<file path="config.mk">
export PLATFORM = sky130hd
export DESIGN_NAME = mp3_stream_feeder_flat
export DESIGN_NICKNAME = d
export VERILOG_FILES = /design/src/rtl/mp3_stream_feeder_pkg.sv /design/src/rtl/mp3_stream_feeder_if.sv /design/src/rtl/mp3_stream_feeder_fifo.sv /design/src/rtl/mp3_stream_feeder.sv /design/src/flat_wrapper.sv
export SDC_FILE = /design/constraint.sdc
export NUM_CORES = 1
export LEC_CHECK = 0
export CAP_MARGIN = 20
export CORE_MARGIN = 1.5
export CORE_UTILIZATION = 61
export CTS_CLUSTER_DIAMETER = 60
export DETAILED_ROUTE_END_ITERATION = 10
export GPL_TIMING_DRIVEN = 0
export PLACE_DENSITY = 0.81
export SLEW_MARGIN = 20
export SYNTH_ARGS = -nofsm -noshare
export SYNTH_HDL_FRONTEND = slang
export SYNTH_SLANG_ARGS = --single-unit
</file>
<file path="constraint.sdc">
create_clock -name MASTER_CLOCK_I -period 4.3 [get_ports MASTER_CLOCK_I]
set_input_delay 0.645 -clock MASTER_CLOCK_I [delete_from_list [all_inputs] [get_ports MASTER_CLOCK_I]]
set_output_delay 0.645 -clock MASTER_CLOCK_I [all_outputs]
set_load 0.05 [all_outputs]
</file>
<file path="src/rtl/mp3_stream_feeder_pkg.sv">
// Shared types and default constants for the MP3 bitstream feeder.
package mp3_feeder_pkg;
  typedef enum logic [1:0] {PK_HI, PK_LO, PK_PAD, DONE} pk_state_t;

  localparam logic [7:0]  PAD_BYTE_DEF = 8'h00;
  localparam logic [15:0] PAD_WORD_DEF = 16'h0000;
endpackage

</file>
<file path="src/rtl/mp3_stream_feeder_if.sv">
// Byte-stream input and decoder-side word port of the feeder.
interface mp3_stream_feeder_if #(parameter int DEPTH_LOG2 = 4);
  logic [7:0]        byte_data;
  logic              byte_valid;
  logic              byte_last;
  logic              byte_ready;
  logic              fifo_ren;
  logic [15:0]       fifo_datain;
  logic              fifo_empty;
  logic [DEPTH_LOG2:0] fifo_level;
  logic              stream_end;
  logic              underrun;

  modport slave (
    input  byte_data, byte_valid, byte_last, fifo_ren,
    output byte_ready, fifo_datain, fifo_empty, fifo_level, stream_end, underrun
  );

  modport master (
    output byte_data, byte_valid, byte_last, fifo_ren,
    input  byte_ready, fifo_datain, fifo_empty, fifo_level, stream_end, underrun
  );
endinterface

</file>
<file path="src/rtl/mp3_stream_feeder_fifo.sv">
// Show-ahead FIFO: RAM of 2**DEPTH_LOG2 words plus one output register.
module sync_fwft_fifo #(
  parameter int              WIDTH      = 16,
  parameter int              DEPTH_LOG2 = 4,
  parameter logic [WIDTH-1:0] PAD_WORD  = '0
) (
  input  logic                  clk,
  input  logic                  rst_n,
  input  logic                  en,
  input  logic                  push,
  input  logic [WIDTH-1:0]      push_data,
  input  logic                  pop,
  output logic [WIDTH-1:0]      dout,
  output logic                  empty,
  output logic                  full,
  output logic                  mem_empty,
  output logic [DEPTH_LOG2:0]   level
);
  localparam int DEPTH = 1 << DEPTH_LOG2;
  localparam logic [DEPTH_LOG2:0] DEPTH_CNT = (DEPTH_LOG2+1)'(DEPTH);

  logic [WIDTH-1:0]      mem [DEPTH];
  logic [DEPTH_LOG2-1:0] wptr, rptr;
  logic [DEPTH_LOG2:0]   count;
  logic [WIDTH-1:0]      out_reg;
  logic                  out_valid;
  logic                  do_push, do_rd, do_pop;

  assign mem_empty = (count == '0);
  assign full      = (count == DEPTH_CNT);
  assign do_push   = en & push & ~full;
  assign do_rd     = en & pop & out_valid;
  // RAM head moves into the output register whenever that register is free or being consumed
  assign do_pop    = en & ~mem_empty & (~out_valid | do_rd);

  always_ff @(posedge clk) begin
    if (!rst_n) begin
      wptr      <= '0;
      rptr      <= '0;
      count     <= '0;
      out_reg   <= '0;
      out_valid <= 1'b0;
    end else begin
      if (do_push) wptr <= wptr + 1'b1;
      if (do_pop) begin
        out_reg   <= mem[rptr];
        rptr      <= rptr + 1'b1;
        out_valid <= 1'b1;
      end else if (do_rd) begin
        out_valid <= 1'b0;
      end
      case ({do_push, do_pop})
        2'b10:   count <= count + 1'b1;
        2'b01:   count <= count - 1'b1;
        default: count <= count;
      endcase
    end
  end

  always_ff @(posedge clk) begin
    if (do_push) mem[wptr] <= push_data;
  end

  assign dout  = out_valid ? out_reg : PAD_WORD;
  assign empty = ~out_valid;
  assign level = count + (DEPTH_LOG2+1)'(out_valid);
endmodule

</file>
<file path="src/rtl/mp3_stream_feeder.sv">
// Packs a byte stream big-endian into 16-bit words and feeds the decoder FIFO port.
module mp3_stream_feeder
  import mp3_feeder_pkg::*;
#(
  parameter int          DEPTH_LOG2 = 4,
  parameter logic [7:0]  PAD_BYTE   = PAD_BYTE_DEF,
  parameter logic [15:0] PAD_WORD   = PAD_WORD_DEF
) (
  input  logic MASTER_CLOCK_I,
  input  logic global_rst_n,
  input  logic module_en,
  mp3_stream_feeder_if.slave bus
);
  pk_state_t   state, state_nx;
  logic [7:0]  hi;
  logic        eos_seen;
  logic        ready, accept, push;
  logic [15:0] push_data;
  logic        mem_full, mem_empty, out_empty;
  logic        underrun, stream_end;

  always_comb begin
    state_nx  = state;
    ready     = 1'b0;
    push      = 1'b0;
    push_data = {hi, bus.byte_data};
    case (state)
      PK_HI:  ready = module_en & ~eos_seen;
      PK_LO:  ready = module_en & ~mem_full;
      default: ready = 1'b0;
    endcase
    ready  = ready & global_rst_n;
    accept = bus.byte_valid & ready;
    case (state)
      PK_HI: if (accept) state_nx = bus.byte_last ? PK_PAD : PK_LO;
      PK_LO: if (accept) begin
        push     = 1'b1;
        state_nx = bus.byte_last ? DONE : PK_HI;
      end
      PK_PAD: begin
        push_data = {hi, PAD_BYTE};
        if (module_en & ~mem_full) begin
          push     = 1'b1;
          state_nx = DONE;
        end
      end
      default: state_nx = state;
    endcase
  end

  always_ff @(posedge MASTER_CLOCK_I) begin
    if (!global_rst_n) begin
      state      <= PK_HI;
      hi         <= '0;
      eos_seen   <= 1'b0;
      underrun   <= 1'b0;
      stream_end <= 1'b0;
    end else begin
      state <= state_nx;
      if (accept && state == PK_HI) hi <= bus.byte_data;
      if (accept && bus.byte_last) eos_seen <= 1'b1;
      if (module_en && bus.fifo_ren && out_empty) underrun <= 1'b1;
      if (state == DONE && mem_empty && out_empty) stream_end <= 1'b1;
    end
  end

  sync_fwft_fifo #(
    .WIDTH(16), .DEPTH_LOG2(DEPTH_LOG2), .PAD_WORD(PAD_WORD)
  ) u_fifo (
    .clk       (MASTER_CLOCK_I),
    .rst_n     (global_rst_n),
    .en        (module_en),
    .push      (push),
    .push_data (push_data),
    .pop       (bus.fifo_ren),
    .dout      (bus.fifo_datain),
    .empty     (out_empty),
    .full      (mem_full),
    .mem_empty (mem_empty),
    .level     (bus.fifo_level)
  );

  assign bus.byte_ready = ready;
  assign bus.fifo_empty = out_empty;
  assign bus.underrun   = underrun;
  assign bus.stream_end = stream_end;
endmodule

</file>
<file path="src/flat_wrapper.sv">
// flat-port wrapper written by rule: the top's interface ports become plain ports
module mp3_stream_feeder_flat import mp3_feeder_pkg::*;
#(
  parameter int          DEPTH_LOG2 = 4,
  parameter logic [7:0]  PAD_BYTE   = PAD_BYTE_DEF,
  parameter logic [15:0] PAD_WORD   = PAD_WORD_DEF
)
  (MASTER_CLOCK_I, global_rst_n, module_en, bus_byte_data, bus_byte_valid, bus_byte_last, bus_fifo_ren, bus_byte_ready, bus_fifo_datain, bus_fifo_empty, bus_fifo_level, bus_stream_end, bus_underrun);
  mp3_stream_feeder_if #(.DEPTH_LOG2(DEPTH_LOG2)) bus_i ();
  input  logic MASTER_CLOCK_I;
  input  logic global_rst_n;
  input  logic module_en;
  input wire logic [$bits(bus_i.byte_data)-1:0] bus_byte_data;
  input wire logic [$bits(bus_i.byte_valid)-1:0] bus_byte_valid;
  input wire logic [$bits(bus_i.byte_last)-1:0] bus_byte_last;
  input wire logic [$bits(bus_i.fifo_ren)-1:0] bus_fifo_ren;
  output wire logic [$bits(bus_i.byte_ready)-1:0] bus_byte_ready;
  output wire logic [$bits(bus_i.fifo_datain)-1:0] bus_fifo_datain;
  output wire logic [$bits(bus_i.fifo_empty)-1:0] bus_fifo_empty;
  output wire logic [$bits(bus_i.fifo_level)-1:0] bus_fifo_level;
  output wire logic [$bits(bus_i.stream_end)-1:0] bus_stream_end;
  output wire logic [$bits(bus_i.underrun)-1:0] bus_underrun;
  assign bus_i.byte_data = bus_byte_data;
  assign bus_i.byte_valid = bus_byte_valid;
  assign bus_i.byte_last = bus_byte_last;
  assign bus_i.fifo_ren = bus_fifo_ren;
  assign bus_byte_ready = bus_i.byte_ready;
  assign bus_fifo_datain = bus_i.fifo_datain;
  assign bus_fifo_empty = bus_i.fifo_empty;
  assign bus_fifo_level = bus_i.fifo_level;
  assign bus_stream_end = bus_i.stream_end;
  assign bus_underrun = bus_i.underrun;
  mp3_stream_feeder #(.DEPTH_LOG2(DEPTH_LOG2), .PAD_BYTE(PAD_BYTE), .PAD_WORD(PAD_WORD)) u_core (.MASTER_CLOCK_I(MASTER_CLOCK_I), .global_rst_n(global_rst_n), .module_en(module_en), .bus(bus_i));
endmodule
</file>
* After elaboration in Yosys (flattened, before gate mapping) *
Memories as Yosys holds them, arrays and structs flattened. A register that Yosys moved wholly into a read port is not among the register bits.
Index checks and enable logic that the tools add are counted.

storage, ports and cells
  bits in registers = 27
  output and inout bits = 25
  bits of input ports = 14
  bits in writable memories = 256
  word-level logic and storage cells = 69
  memories kept = 1

memories
  memory             words  bits a word  rd ports  clocked after memory_dff  write ports  RTL line                      text
  u_core.u_fifo.mem  16     16           1         1                         1            mp3_stream_feeder_fifo.sv:22  logic [WIDTH-1:0] mem [DEPTH];

operators by class
  equal/unequal tests = 9
  reductions and logical operators = 13
  bitwise gates (word level) = 15
  add/sub/neg operators = 5
  mux-type cells = 17

operators by type and width
  operator                                                                number
  16-bit two-way mux                                                      1
  1-bit AND                                                               10
  2-bit two-way mux                                                       5
  5-bit case mux with 2 select lines                                      1
  4-bit by 1-bit adder with 4-bit output (second input constant)          2
  8-bit two-way mux                                                       1
  2-bit equality test (second input constant)                             3
  1-bit logical AND                                                       6
  1-bit two-way mux                                                       6
  2-bit by 1-bit != test with 1-bit output (second input constant)        3
  2-bit case mux with 3 select lines                                      1
  5-bit by 1-bit adder with 5-bit output                                  1
  5-bit by 1-bit adder with 5-bit output (second input constant)          1
  5-bit equality test (second input constant)                             1
  5-bit logical NOT                                                       1
  5-bit by 1-bit subtractor with 5-bit output (second input constant)     1
  2-bit by 1-bit equality test with 1-bit output (second input constant)  2
  1-bit NOT                                                               4
  1-bit case mux with 2 select lines                                      2
  4-bit AND reduction                                                     1
  2-bit nonzero test                                                      2
  3-bit nonzero test                                                      1
  2-bit logical NOT                                                       1
  1-bit logical NOT                                                       1
  1-bit OR                                                                1

* Longest topological paths before layout *
  word-level depth = 12
  depth in mapped cells = 13
  gate-level depth less buffers = 12

* Cells and area by module *
A second synthesis with hierarchy kept.

second synthesis, totals
  cell total of the unflattened synthesis = 718
  area, all modules = 11,991.5 sq um

modules (own cells, without submodules)
  module             area an instance (sq um)  sequential area each (sq um)  times used  cells each
  sync_fwft_fifo     11,309.6                  8,287.9                       1           642
  mp3_stream_feeder  681.9                     260.2                         1           76

* Worst setup path after synthesis *
No wires, ideal clock.

  path kind = input to register
  start = in global_rst_n
  end = mem u_core.u_fifo.mem[3][0] (enable)
  path buffers = 1
  library setup time = 0.409 ns
  data required time = 3.891 ns
  data arrival time = 2.862 ns
  cell stages on the path = 5
  setup slack = 1.028 ns
  cell sequence = buf_2 a31oi_1 a2111oi_4 nand2_1 nor3_1

on the way
  word-level cells in the longest chain between the ends = 8

ends and longest elaborated chain
  what                                     RTL line                      text
  start, declared                          flat_wrapper.sv:11            input logic global_rst_n;
  1-bit AND                                mp3_stream_feeder.sv:32       ready = ready & global_rst_n;
  1-bit AND                                mp3_stream_feeder.sv:33       accept = bus.byte_valid & ready;
  1-bit two-way mux                        mp3_stream_feeder.sv:36       PK_LO: if (accept) begin
  1-bit case mux with 2 select lines       mp3_stream_feeder.sv:34       case (state)
  1-bit AND (2 in a row)                   mp3_stream_feeder_fifo.sv:31  assign do_push = en & push & ~full;
  1-bit two-way mux                        mp3_stream_feeder_fifo.sv:61  if (do_push) mem[wptr] <= push_data;
  1-bit two-way mux (not written as such)  mp3_stream_feeder_fifo.sv:61
  end, declared                            mp3_stream_feeder_fifo.sv:22

No other way between the ends.

* Worst setup path in the final report *
  start = reg u_core.u_fifo.count[1]
  end = reg u_core.u_fifo.count[2]

on the way
  elaborated cells between the ends (all ways) = 21
  those cells by class = add/sub (2); eq/ne (3); mux (5); bitwise (9); reduce/logical (2)

RTL lines
  what                                                                                   RTL line                      text
  start, declared                                                                        mp3_stream_feeder_fifo.sv:24  logic [DEPTH_LOG2:0] count;
  start signal, assigned                                                                 mp3_stream_feeder_fifo.sv:53  2'b10: count <= count + 1'b1;
  start signal, assigned                                                                 mp3_stream_feeder_fifo.sv:54  2'b01: count <= count - 1'b1;
  start signal, assigned                                                                 mp3_stream_feeder_fifo.sv:55  default: count <= count;
  5-bit logical NOT *                                                                    mp3_stream_feeder_fifo.sv:29  assign mem_empty = (count == '0);
  1-bit NOT *                                                                            mp3_stream_feeder_fifo.sv:34  assign do_pop = en & ~mem_empty & (~out_valid | do_rd);
  1-bit AND * (2 in a row)                                                               mp3_stream_feeder_fifo.sv:34
  named net u_core.u_fifo.do_pop                                                         mp3_stream_feeder_fifo.sv:27  logic do_push, do_rd, do_pop;
  2-bit by 1-bit equality test with 1-bit output or 2-bit equality test (tied branches)  mp3_stream_feeder_fifo.sv:52  case ({do_push, do_pop})
  5-bit case mux with 2 select lines or 2-bit nonzero test (tied branches)               n/a

Mark *: on every way through the listed nets, which the timed path passes. The rest lies on a longest branch.
A chain may end at the register's enable or synchronous reset.

==> metrics <==
postcts setup bufs=0; Largest register FFs=roughly 260; Max stage delay on crit path=between 500 and 600 ps; Primary FF master, synth=edfxtp_1; first-pass GRT wire length=about 41,000 um; Post-Route WL=~27,000 um; largest net degree at the start of global routing=18; number of antenna violations at the first check in global routing=0; sequential element share of the synthesized area=70.6%; total gr overflow=0; CTS root buffer=clkbuf_16; Final TNS setup=0 ps; final hold vios=0; met2 WL post-DR=roughly 13,000 um; Yosys Warn Count=0; Compound-Gate Fraction of Synth Area=~4.3%; met3 routed WL=roughly 2100 um; most common cell after layout, fill and taps aside=edfxtp_1; Detail Placement HPWL=18,000 um; Setup-failing EPs final=0; pwr/cell area=about 500 nW/um2; core area=around 20,000 um2; Slew @ Worst Pin=1080 ps; Routability Congestion=0.843; maximum clock path buffer count=3; H-tree depth=1; synthesis-to-layout area growth=16.5%; Die W=around 140 um; worst-path cell chain=buf_6 > or4_4 > o221ai_4 > buf_2 > inv_1 > ha_1 > clkbuf_1 > xor2_1 > ha_1 > a21oi_1 > xor2_1 > or3_1 > a21oi_1; crit path max-delay cell type=or4_4; Starting Density=62.2%; critical path class=reg2reg; vias in the first global route=between 6,000 and 7,000; main combinational cell family by area after synthesis=multiplexers; most frequent cells in the layout=256 x edfxtp_1, 64 x mux4_2, 45 x mux2i_1; Adder-Cell Fraction of Synth Area=between 1.5 and 2%; Iter 0 DRT Violations=a little under 800; die height=144 um; die area=20,700 um2; ANT nets after route=0; Worst-path clk slew=70 ps; slew margin rel.=approximately 28%; buffers plus inverters on the worst setup path=4; GRT Total Usage=a little over a quarter; fin cells=roughly 1,000; CP Max Fanout=10; Ant. Diodes=0; Fillers=~1,100; CP required=between 4000 and 5000 ps; TritonCTS clock tree=done; Distinct cells, synth=47; cts bufs inserted=28; Hold Buf Count CTS=0; Post-synth ARST share=0%; mux cell area share after synthesis=approximately 16%; Mapped Avg Cell Area=around 18 um2; IO Pins=39; cell area after synthesis=around 12,000 um2; Metal-1 WL=10,500 um; post-cts repair resize count=0; row count=~50; worst skew pair latency=between 500 and 600 ps; Tcrit/Tclk final=between 80% and 90%; # DRC=0; nets=about 780; worst vdd ir=about 0.00041 V; Final Skew=around 8.5 ps; Mapped Cells=about 670; xor and xnor area share after synthesis=0.579%; synthesized net count=about 700; Max Fclk=roughly 290 MHz; Cells after DPL=between 900 and 1,000; R2R setup slack=800 ps; fin crit period=approximately 3500 ps; status=finished, final reports clean; drt wl/cell=26.0 um; number of max-cap violations=0; crit path DAT=3970 ps; number of synthesized flops with an enable pin=256; drt via density=~6.3; share of layout cells above drive strength 1=23.6%; CP top delay family=simple AND/OR/NAND/NOR gates; min-delay worst type=reg2reg; RSZ-0062 raised after global routing=no; Slew Limit Fails=0; TritonRoute pass-1 iters=5; CTS sink cnt=between 200 and 300; Vias=roughly 6,600; post-synthesis simple-gate area fraction=4.84%; Leak=between 4 and 5 nW; highest routing layer actually used=met4; Critical Path Source Type=flop; Yosys reg bits=approximately 300; crit end category=flop; number of buffers added on ports=37
## synth_stat cells (all sizes together), types with 2 or more instances
cell type	n	area, um2
mux2i	45	450
a22oi	2	15.0
xor2	5	43.8
inv	24	90.1
a21oi	12	60.1
a41oi	2	17.5
nand2b	6	37.5
xnor2	3	26.3
nor3	5	25.0
nand2	21	78.8
clkbuf	16	60.1
o21ai	6	30.0
edfxtp	256	7690
o221ai	17	235
o211ai	2	20.0
buf	21	133
dfxtp	43	861
ha	16	200
mux4	64	1440
a21o	2	15.0
nor2	32	120
and2	16	100
or3	7	43.8
nand3	25	125
a31oi	2	12.5
a211o	3	26.3
## worst reg2reg max path, delay by kind of cell (launching register included)
kind	cells	cell delay, ps
AND/OR/NAND/NOR	2	890
adder cells (fa/ha/maj)	2	500
flip-flops	1	330
buffers and inverters	4	780
AO/OA/AOI/OAI	3	630
XOR/XNOR	2	310
## logic make-up (layout without fill, tap and decap cells)
family                   count (synthesis)  after routing
AND/OR/NAND/NOR                        117            117
AO/OA/AOI/OAI                           56             56
multiplexers                           109            109
flip-flops                             299            299
XOR/XNOR                                 8              8
buffers and inverters                   62            169
adder cells (fa/ha/maj)                 16             16
## power breakdown
part	switching [mW]	internal, mW	total [mW]
clock	1.04	1.62	2.67
combinational	0.660	0.355	1.02
sequential	0.117	3.34	3.46
## path summary, 6_finish.rpt
check                                       from                                   to  depth (start not counted)
max          u_core.u_fifo.count[1]$_SDFFE_PN0P_  u_core.u_fifo.count[2]$_SDFFE_PN0P_                         13
min           u_core.bus.stream_end$_SDFFE_PN0P_   u_core.bus.stream_end$_SDFFE_PN0P_                          2
max reg2reg  u_core.u_fifo.count[1]$_SDFFE_PN0P_  u_core.u_fifo.count[2]$_SDFFE_PN0P_                         13
min reg2reg   u_core.bus.stream_end$_SDFFE_PN0P_   u_core.bus.stream_end$_SDFFE_PN0P_                          2
## through the flow
stage / setup slack, ps / hold slack, ps / total power [mW] / util (%) / cell area [um2]
after global placement: -798 / 447 / 4.43 / 65.8 / 12800
after detailed placement: 434 / 472 / 4.50 / 67.2 / 13100
after floorplan: 1030 / 445 / 4.17 / - / 12100
after CTS: 882 / 488 / 7.14 / 72.4 / 14100
final: 799 / 480 / 7.14 / 72.5 / 14100
after global routing: 686 / 511 / 7.35 / 72.5 / 14100
## cell type report
type	count	area (um2)	share of cell area (%)
repair buffers	55	588	4.17
flip-flops and latches	299	8550	60.6
well taps	265	332	2.35
clock buffers	39	855	6.06
multi-input cells	306	3330	23.6
inverters	25	93.8	0.665
clock inverters	13	166	1.18
plain buffers	37	193	1.37
## layer usage
layer  track usage (%)  up-vias
met4              10.6        0
li1                  -     2809
met2              45.3      346
met1              36.1     3363
met5                 0        -
met3              5.03       64
No activity file was read; power rests on OpenSTA's default activity.
